## src/rtl/calc_pkg.sv

```systemverilog
// Shared definitions for the multi-cycle calculator: ALU opcodes and the
// multiplier sequencer state type.
package calc_pkg;

    localparam logic [3:0] OP_ADD = 4'b0000;
    localparam logic [3:0] OP_SUB = 4'b0001;
    localparam logic [3:0] OP_AND = 4'b0010;
    localparam logic [3:0] OP_OR  = 4'b0011;
    localparam logic [3:0] OP_XOR = 4'b0100;
    localparam logic [3:0] OP_NOT = 4'b0101;
    localparam logic [3:0] OP_PSX = 4'b0110;
    localparam logic [3:0] OP_PSY = 4'b0111;
    localparam logic [3:0] OP_SLL = 4'b1000;
    localparam logic [3:0] OP_SRA = 4'b1001;
    localparam logic [3:0] OP_ROL = 4'b1010;
    localparam logic [3:0] OP_ROR = 4'b1011;
    localparam logic [3:0] OP_EQ  = 4'b1100;
    localparam logic [3:0] OP_LT  = 4'b1101;
    localparam logic [3:0] OP_MUL = 4'b1110;
    localparam logic [3:0] OP_NOP = 4'b1111;

    typedef enum logic [0:0] {
        IDLE = 1'b0,
        RUN  = 1'b1
    } calc_state_t;

endpackage

```

## src/rtl/calc_alu.sv

```systemverilog
// Single-cycle combinational ALU. MUL and NOP both yield 0 here; the
// multi-cycle multiply is sequenced by the top module.
module calc_alu #(
    parameter int WIDTH = 8
) (
    input  logic [3:0]       ctrl,
    input  logic [WIDTH-1:0] x,
    input  logic [WIDTH-1:0] y,
    output logic [WIDTH-1:0] result,
    output logic             carry
);
    import calc_pkg::*;

    // Opcode decode; carry is only meaningful for ADD (carry-out) and SUB (borrow)
    always_comb begin
        result = '0;
        carry  = 1'b0;
        case (ctrl)
            OP_ADD: {carry, result} = {1'b0, x} + {1'b0, y};
            OP_SUB: begin
                result = x - y;
                carry  = (x < y);
            end
            OP_AND: result = x & y;
            OP_OR:  result = x | y;
            OP_XOR: result = x ^ y;
            OP_NOT: result = ~x;
            OP_PSX: result = x;
            OP_PSY: result = y;
            OP_SLL: result = {x[WIDTH-2:0], 1'b0};
            OP_SRA: result = {x[WIDTH-1], x[WIDTH-1:1]};
            OP_ROL: result = {x[WIDTH-2:0], x[WIDTH-1]};
            OP_ROR: result = {x[0], x[WIDTH-1:1]};
            OP_EQ:  result = {{(WIDTH-1){1'b0}}, (x == y)};
            OP_LT:  result = {{(WIDTH-1){1'b0}}, ($signed(x) < $signed(y))};
            default: result = '0;
        endcase
    end

endmodule

```

## src/rtl/mc_calculator.sv

```systemverilog
// Multi-cycle calculator datapath: REGS x WIDTH register file (R0 reads 0),
// single-cycle ALU and an optional sequential shift-add multiplier.
// Build option: define CALC_MUL_EN to include the multiplier; without it
// opcode MUL behaves as NOP and Busy/Done are tied low.
//
// state | meaning
// IDLE  | accepting writes; a MUL write captures operands and starts
// RUN   | one shift-add step per cycle, WEN ignored; last step writes result
module mc_calculator #(
    parameter  int WIDTH = 8,
    parameter  int REGS  = 8,
    localparam int AW    = $clog2(REGS)
) (
    input  logic             Clk,
    input  logic             Rst_n,
    input  logic             WEN,
    input  logic [AW-1:0]    RW,
    input  logic [AW-1:0]    RX,
    input  logic [AW-1:0]    RY,
    input  logic [WIDTH-1:0] DataIn,
    input  logic             Sel,
    input  logic [3:0]       Ctrl,
    output logic [WIDTH-1:0] busY,
    output logic             Carry,
    output logic             Busy,
    output logic             Done
);
    import calc_pkg::*;

    logic [WIDTH-1:0] regs [REGS];
    logic [WIDTH-1:0] rx_val, ry_val;
    logic [WIDTH-1:0] alu_result;
    logic             alu_carry;
    logic             accept;
    logic             mul_start;
    logic             mul_last;
    logic [AW-1:0]    mul_dst;
    logic [WIDTH-1:0] mul_data;
    logic             mul_ovf;
    logic             wr_en;
    logic [AW-1:0]    wr_addr;
    logic [WIDTH-1:0] wr_data;
    logic             carry_en;
    logic             carry_val;

    assign rx_val = regs[RX];
    assign ry_val = regs[RY];
    assign busY   = ry_val;
    assign accept = WEN & ~Busy;

    calc_alu #(.WIDTH(WIDTH)) u_alu (
        .ctrl   (Ctrl),
        .x      (rx_val),
        .y      (ry_val),
        .result (alu_result),
        .carry  (alu_carry)
    );

`ifdef CALC_MUL_EN
    localparam int CW = (WIDTH > 2) ? $clog2(WIDTH) : 1;

    calc_state_t        state;
    logic [CW-1:0]      cnt;
    logic [2*WIDTH-1:0] mcand;
    logic [2*WIDTH-1:0] acc;
    logic [2*WIDTH-1:0] acc_next;
    logic [WIDTH-1:0]   mplier;
    logic               done_q;

    assign mul_start = accept & Sel & (Ctrl == OP_MUL);
    assign acc_next  = mplier[0] ? (acc + mcand) : acc;
    assign mul_last  = (state == RUN) && (cnt == CW'(WIDTH - 1));
    assign mul_data  = acc_next[WIDTH-1:0];
    assign mul_ovf   = |acc_next[2*WIDTH-1:WIDTH];
    assign Busy      = (state == RUN);
    assign Done      = done_q;

    // Multiplier sequencer: operands are captured at start so later RX/RY/RW
    // changes and register writes cannot disturb the product
    always_ff @(posedge Clk or negedge Rst_n) begin
        if (!Rst_n) begin
            state   <= IDLE;
            cnt     <= '0;
            mcand   <= '0;
            acc     <= '0;
            mplier  <= '0;
            mul_dst <= '0;
            done_q  <= 1'b0;
        end else begin
            done_q <= mul_last;
            case (state)
                IDLE: begin
                    if (mul_start) begin
                        mcand   <= {{WIDTH{1'b0}}, rx_val};
                        mplier  <= ry_val;
                        acc     <= '0;
                        cnt     <= '0;
                        mul_dst <= RW;
                        state   <= RUN;
                    end
                end
                RUN: begin
                    acc    <= acc_next;
                    mcand  <= mcand << 1;
                    mplier <= mplier >> 1;
                    cnt    <= cnt + CW'(1);
                    if (mul_last) begin
                        state <= IDLE;
                    end
                end
                default: state <= IDLE;
            endcase
        end
    end
`else
    assign mul_start = 1'b0;
    assign mul_last  = 1'b0;
    assign mul_dst   = '0;
    assign mul_data  = '0;
    assign mul_ovf   = 1'b0;
    assign Busy      = 1'b0;
    assign Done      = 1'b0;
`endif

    // Select the single write port source: multiply completion wins, since
    // external writes are blocked while Busy anyway
    always_comb begin
        wr_en     = 1'b0;
        wr_addr   = RW;
        wr_data   = DataIn;
        carry_en  = 1'b0;
        carry_val = 1'b0;
        if (mul_last) begin
            wr_en     = (mul_dst != '0);
            wr_addr   = mul_dst;
            wr_data   = mul_data;
            carry_en  = 1'b1;
            carry_val = mul_ovf;
        end else if (accept && !mul_start) begin
            wr_en     = (RW != '0);
            wr_data   = Sel ? alu_result : DataIn;
            carry_en  = Sel;
            carry_val = alu_carry;
        end
    end

    // Register file; R0 is never written so it always reads zero
    always_ff @(posedge Clk or negedge Rst_n) begin
        if (!Rst_n) begin
            for (int i = 0; i < REGS; i++) begin
                regs[i] <= '0;
            end
        end else if (wr_en) begin
            regs[wr_addr] <= wr_data;
        end
    end

    // Carry flag: updated by ALU writes and multiply completion, held otherwise
    always_ff @(posedge Clk or negedge Rst_n) begin
        if (!Rst_n) begin
            Carry <= 1'b0;
        end else if (carry_en) begin
            Carry <= carry_val;
        end
    end

endmodule

```

## config.mk

```make
export PLATFORM = sky130hd
export DESIGN_NAME = mc_calculator
export DESIGN_NICKNAME = d
export VERILOG_FILES = /design/src/rtl/calc_pkg.sv /design/src/rtl/calc_alu.sv /design/src/rtl/mc_calculator.sv
export SDC_FILE = /design/constraint.sdc
export NUM_CORES = 1
export LEC_CHECK = 0
export CAP_MARGIN = 20
export CELL_PAD_IN_SITES_DETAIL_PLACEMENT = 1
export CELL_PAD_IN_SITES_GLOBAL_PLACEMENT = 2
export CORE_MARGIN = 1.5
export CORE_UTILIZATION = 38
export CTS_CLUSTER_DIAMETER = 30
export DETAILED_ROUTE_END_ITERATION = 8
export PLACE_DENSITY = 0.92
export SYNTH_ARGS = -nofsm -noshare
export SYNTH_HDL_FRONTEND = slang
export SYNTH_SLANG_ARGS = --single-unit
```

## constraint.sdc

```tcl
create_clock -name Clk -period 3.8 [get_ports Clk]
set_input_delay 0.57 -clock Clk [delete_from_list [all_inputs] [get_ports Clk]]
set_output_delay 0.57 -clock Clk [all_outputs]
set_load 0.02 [all_outputs]
```

==> impl_metrics.toml, run 1 <==
[sta]
fin_crit_ns = 3.74
fin_crit_sh_pct = 98.5
setup_viol = 0
slew_violations = 0
hold_viol_final = 0
worst_clock_skew_ns = 0.00441
worst_pin_slew_ns = 0.973
max_slew_margin_pct = 35.0
max_freq_ghz = 0.267
hold_ws_ns = 0.279
finalSetupTns_ns = 0

[clock_tree]
clockBufferDepth = 2
htreeDepth = 3
cts-buffers-inserted = 9
clk-insertion-delay-late_ns = 0.35
cts.sinks = 65
cts_tree = "yes"
root_buffer = "clkbuf_16"
clkTransAtPathRegs_ns = 0.05

[cells_and_area]
final_cell_area_um2 = 7050
drive_gt1_share_pct = 26.1
syn_to_final_growth_pct = 31.1
post-route-util_pct = 51.0
fillers = 1616
n_antenna_cell = 0
fin_nets = 775

[yosys]
synth-adder-area-share_pct = 6.56
synth_edf_count = 0
synth-main-ff-cell = "dfrtp_1"
muxShareOfSynthArea_pct = 16.1
synthArstFlopShare_pct = 100
ys_types = 69
yosysSeqAreaShare_pct = 30.3
synth_compound_area_share_pct = 21.9
postSynthAreaPerCell_um2 = 8.80
synth_top_family_by_area = "compound AO/OA/AOI/OAI gates"
synth_seq_cells = 65
synthCells = 611
synth-simple-area-share_pct = 18.9
synth_warnings = 0
synthXorXnorAreaFrac_pct = 0.326
synth_area_um2 = 5380

[drt]
top_layer = "met4"
vias_per_cell = 6.17
drt_iter0_drc = 496
drtAntennaViolNets = 0
dr_wl_met2_um = 10700
wl_per_cell_um = 23.8
wirelength_um = 21600
wl_met1_um = 8450
wl_met3_um = 1320
vias = 5599
first_pass_iters = 5
drc_errors = 0

[job]
drv_cap = 0

[critical_path]
required_ns = 4.00
crit_arrival_ns = 3.94
critPathCaptureType = "flop"
cp_max_fo = 7
critPathKind = "input port to flop"
start_kind = "input port"

[place]
hpwl_um = 16100
gp_congestion = 1.06
io_buffers = 33
dpl_cell_area_um2 = 6560

[floorplan]
rows = 43
start_util_pct = 38.9
core-area_um2 = 13800
die_h_um = 122
fp.dieW_um = 122
ios = 36
die_area_um2 = 14900

[global_route]
grt_pass1_vias = 6014
grt_max_degree = 36
grt.total_usage_pct = 29.3
grt_pass1_wl_um = 32500
antenna_found_initial = 0
overflow = 0

[pwr]
p_per_area_nw_per_um2 = 490
irDropWorstVdd_uv = 368
power_leakage_nw = 3.12
report.power.total_mw = 3.46

[min_path]
hold_path_class = "input port to asynchronous set/reset pin"

[outcome]
status = "finished, final reports clean"
[cell usage after synthesis, types with 3 or more instances]
cell type,instances,area [µm²]
a211oi_1,8,60.1
a21o_1,3,22.5
a21oi_1,42,210
a22oi_1,17,128
a31oi_1,3,18.8
and2_1,5,31.3
buf_2,8,40.0
buf_4,3,22.5
buf_6,4,45.0
clkbuf_1,31,116
dfrtp_1,65,1630
ha_1,25,313
inv_1,21,78.8
mux2_1,4,45.0
mux2_2,8,90.1
mux2i_1,46,460
mux4_2,12,270
nand2_1,59,221
nand2b_1,10,62.6
nand3_1,15,75.1
nand3b_1,7,52.6
nand4_1,3,18.8
nor2_1,50,188
nor2b_1,13,81.3
nor3_1,7,35.0
nor3_2,3,30.0
nor4_1,9,56.3
nor4_4,3,63.8
o2111ai_1,3,26.3
o21a_1,4,30.0
o21ai_0,23,115
o21ai_1,26,130
o31ai_1,20,150
or2_2,3,18.8
[layout make-up]
type	instances	area [µm²]	area share [%]
Clock buffer	12	256	3.64
Clock inverter	3	40.0	0.568
Inverter	23	86.3	1.23
Multi-Input combinational cell	476	3560	50.5
Sequential cell	65	1630	23.1
Tap cell	180	225	3.20
Timing Repair Buffer	148	1250	17.8
[state kept, by name (all words and copies together) (netlist names)]
signal and cells:
regs 64, Carry 1
[cells by family after synthesis]
family,after synthesis
buffers and inverters,71
other,1
and+or+nand+nor,197
AOI/OAI and AO/OA,178
adders and majority gates,27
muxes,70
xor gates and xnor gates,2
DFF,65
[final timing paths]
check / slack [ns] / to / cells past startpoint / from
hold reg to reg: 0.40 / regs[61] / 0 / regs[61]
hold / removal: 0.28 / regs[36] / 1 / Rst_n
max in group asynchronous: 2.59 / regs[7] / 2 / Rst_n
setup / recovery: 0.06 / regs[7] / 16 / RX[2]
min in group Clk: 0.40 / regs[61] / 0 / regs[61]
setup reg to reg: 0.42 / regs[24] / 16 / regs[0]
[layout by cell type (no fill, tap or decap), types with 4 or more instances in the layout]
master and n:
o21a_1 4, clkbuf_16 11, o21ai_1 27, dfrtp_1 65
mux2_1 4, clkdlybuf4s50_1 29, and2_1 5, mux2i_1 44
nand3b_1 7, a22oi_1 16, mux2_2 8, nor2b_1 11
ha_1 21, a211oi_1 5, nand2_1 59, nor4_1 8
buf_4 110, o31ai_1 18, inv_1 20, nand3_1 15
nor2_1 48, nand2b_1 10, o21ai_0 21, nor3_1 7
mux4_2 12, a21oi_1 41
[where the power goes]
group | internal [mW] | leakage, nW | total [mW] | switching (mW)
sequential | 0.826 | 0.842 | 0.954 | 0.128
combinational | 0.781 | 2.13 | 1.65 | 0.873
clock | 0.537 | 0.148 | 0.848 | 0.311
total | 2.14 | 3.12 | 3.46 | 1.31
[metal layers]
layer | up-vias | GRT usage (%)
met3 | 91 | 5.76
met4 | 0 | 16.0
met1 | 2804 | 34.9
met5 | - | 0
li1 | 2464 | -
met2 | 240 | 49.5
[worst max-delay path: stages]
cell and delay, ns:
clkdlybuf4s50_1 0.56, nor2b_1 0.21, buf_4 0.22, a22oi_2 0.10, nand2_1 0.19, buf_4 0.17, inv_1 0.06, buf_4 0.13
ha_1 0.22, nor4_1 0.29, o21a_1 0.20, nor4_1 0.06, o32a_1 0.38, nor4_4 0.26, buf_4 0.20, o31ai_1 0.09
[stage by stage]
stage / worst slack [ns] / instances
after floorplan: 0.0102 / 612
after global placement: -0.321 / 889
after detailed placement: -0.399 / 889
after CTS: 0.00857 / 904
after global routing: -0.0438 / 907
final: 0.0552 / 907
[repair_timing]
action | in CTS | in global routing
pin swaps | 0 | 9
endpoints found under the setup margin | 9 | 55
setup buffers | 0 | 1
gates resized for setup | 5 | 29
cloned | 0 | 2
hold buffers | 0 | 0
(Power assumes the default switching activity.)
==> run 2: changes to the inputs <==
--- a/config.mk
+++ b/config.mk
@@ -5,11 +5,12 @@
 export SDC_FILE = /design/constraint.sdc
 export NUM_CORES = 1
 export LEC_CHECK = 0
+export ABC_AREA = 1
 export CAP_MARGIN = 20
 export CELL_PAD_IN_SITES_DETAIL_PLACEMENT = 1
 export CELL_PAD_IN_SITES_GLOBAL_PLACEMENT = 2
 export CORE_MARGIN = 1.5
-export CORE_UTILIZATION = 38
+export CORE_UTILIZATION = 33
 export CTS_CLUSTER_DIAMETER = 30
 export DETAILED_ROUTE_END_ITERATION = 8
 export PLACE_DENSITY = 0.92
==> run 2 against run 1 <==
Net effect:
- synthesized cell count increased by 50%
- register-to-register slack improved by 0.35 ns
- critical path type unchanged
- highest routed layer unchanged
- largest cell class unchanged
- wire length decreased by 6.6%
==> impl_metrics.toml, run 2 <==
[cells_and_area]
fin_nets = 1020
post-route-util_pct = 40.0
largestRegisters = "regs (64), Carry (1)"
drive_gt1_share_pct = 9.87
final_cell_mix = "372 x nand2_1, 107 x inv_1, 105 x nand3_1"
top_register = "regs"
largest_register_ffs = 64
final_common_cell = "nand2_1"
n_antenna_cell = 0
syn_to_final_growth_pct = 18.5

[pwr]
seq_power_share_pct = 32.1
swShare_pct = 38.7
pwr-share-comb_pct = 37.5
p_per_area_nw_per_um2 = 423
internal-power_mw = 1.72
irDropWorstVdd_uv = 244
p_switching_mw = 1.09
power_leakage_nw = 3.59
p_clk_share_pct = 30.4

[critical_path]
crit_slowest_cell = "clkdlybuf4s50_1"
max_stage_delay_ns = 0.45
cp_max_fo = 35
r2r_start = "regs[32]"
required_ns = 4.03
cpMostUsedCell = "nand2_1"
critPathKind = "input port to flop"
rrSetupSlack_ns = 0.77
path_cells = "clkdlybuf4s50_1 > buf_4 > buf_12 > a21oi_1 > o21ai_0 > nand3_1 > nand2_1 > inv_1 > ha_1 > fa_1 > or2_2 > nand3_1 > nand3_1 > nor2_1 > o21ai_2 > inv_2 > nand2_1 > nand2_1 > nand2_2 > nand2_1 > nand2_1"
crit_arrival_ns = 3.76
critPathCaptureType = "flop"
start_kind = "input port"
cp-startpoint = "RY[0]"

[sta]
slew_violations = 0
setup_viol = 0
fin_crit_ns = 3.53
max_slew_margin_pct = 53.6
hold_viol_final = 0
grt_setup_unrepaired = "false"
fin_crit_sh_pct = 92.8
max_freq_ghz = 0.283
worst_pin_slew_ns = 0.695
worst_clock_skew_ns = 0.00887
finalSetupTns_ns = 0

[yosys]
synthTopCellsByCount = "372 x nand2_1, 107 x inv_1, 105 x nand3_1"
synth.most_common_cell = "nand2_1"
synthCells = 918
synth_seq_cells = 65
synth_edf_count = 0
yosysSeqAreaShare_pct = 29.1
synth-main-ff-cell = "dfrtp_1"
synthXorXnorAreaFrac_pct = 0.157
synth-simple-area-share_pct = 44.4
synthArstFlopShare_pct = 100
ys_types = 35
synth-adder-area-share_pct = 6.31
muxShareOfSynthArea_pct = 0
postSynthAreaPerCell_um2 = 6.09
synth_warnings = 0
yosys.area.top_type = "dfrtp_1"
synth_area_um2 = 5590
synth_compound_area_share_pct = 8.42
synth_top_family_by_area = "simple AND/OR/NAND/NOR gates"
synthTopCellsByArea = "dfrtp_1 29%, nand2_1 25%, nand3_1 9.4%"
synth.top_cell.area_share_pct = 29.1

[drt]
drtAntennaViolNets = 0
first_pass_iters = 5
drt_iter0_drc = 260
vias = 5889
vias_per_cell = 4.94
wirelength_um = 20200
drc_errors = 0
wl_per_cell_um = 16.9

[floorplan]
rows = 47
core-area_um2 = 16600
die_h_um = 133
start_util_pct = 33.7
ios = 36
fp.dieW_um = 133
die_area_um2 = 17700

[outcome]
status = "finished, final reports clean"

[global_route]
grt_pass1_wl_um = 32800
grt.total_usage_pct = 23.9
gr-usage-met3_pct = 2.82
overflow = 0
busiest_layer = "met2"
grt_use_met1_pct = 31.9
grt_max_degree = 54
grt_pass1_vias = 6006
antenna_found_initial = 0
grt_util_met2_pct = 40.2

[clock_tree]
cts_tree = "yes"
cts-buffers-inserted = 9
cts_hold_buf = 0
root_buffer = "clkbuf_16"
htreeDepth = 3
clockBufferDepth = 2
clkTransAtPathRegs_ns = 0.06
cts_resized = 0
cts.sinks = 65
clk-insertion-delay-late_ns = 0.34
cts_setup_buffers = 0

[place]
gp_congestion = 0.893
hpwl_um = 15900
io_buffers = 33

[job]
drv_cap = 0

[min_path]
hold_path_class = "input port to asynchronous set/reset pin"
run 2: changes by cell type in the layout (fill, tap and decap cells not counted), sizes merged, moves of 19 or more:
cell,previous run,this run
mux2i,46,0
nand3,15,105
nand2,59,387
buf,115,42
a21oi,42,23
o31ai,20,0
o21ai,49,30
inv,23,117
nor2,50,87
run 2: power by group through the flow:
stage | sequential [mW] | combinational, mW | clock [mW]
floorplan | 0.879 | 0.670 | 0
global placement | 0.898 | 1.02 | 0
detailed placement | 0.906 | 1.04 | 0
CTS | 0.897 | 1.05 | 0.862
global route | 0.914 | 1.19 | 0.902
finish | 0.900 | 1.05 | 0.853
run 2: final timing paths:
check,to,cells after the start
setup / recovery,regs[50],21
hold / removal,regs[33],1
setup reg to reg,regs[50],19
hold reg to reg,regs[63],0
max in group asynchronous,regs[4],2
min in group Clk,regs[63],0
run 2: through the flow:
step | power [mW] | cell area, µm² | setup slack (ns) | hold WS [ns] | instances
global placement | 1.92 | 6320 | 0.107 | 0.365 | 1177
detailed placement | 1.94 | 6320 | 0.0197 | 0.369 | 1177
CTS | 2.81 | 6630 | 0.317 | 0.290 | 1193
finish | 2.80 | 6630 | 0.272 | 0.270 | 1193
global route | 3.00 | 6630 | 0.0632 | 0.315 | 1193
floorplan | 1.55 | 5590 | 0.731 | 0.274 | 919
run 2: area by class of cell:
class,count,area [µm²]
fillers,2253,9960
clock buffers,10,239
clock inverters,6,67.6
flip-flops and latches,65,1630
multi-input cells,702,3320
repair buffers,73,658
inverters,117,439
well taps,220,275
run 2: kinds of logic after synthesis:
logic type / Yosys count
AND/OR/NAND/NOR: 592
buffers and inverters: 152
AO/OA/AOI/OAI: 80
flip-flops: 65
adder cells (fa/ha/maj): 27
XOR/XNOR: 1
other: 1
run 2: worst max-delay path: cells and delay by family:
| family | cells | cell delay (ns) |
|---|---|---|
| compound gates | 3 | 0.24 |
| simple gates | 11 | 1.28 |
| buf+inv | 5 | 1.00 |
| fa+ha+maj | 2 | 0.65 |
run 2: layer usage:
layer  share of wire (%)  up-vias
met5                   0        -
met4                 3.0        0
met3                 2.8       29
met2                  47      113
met1                  47     2800
li1                    -     2947
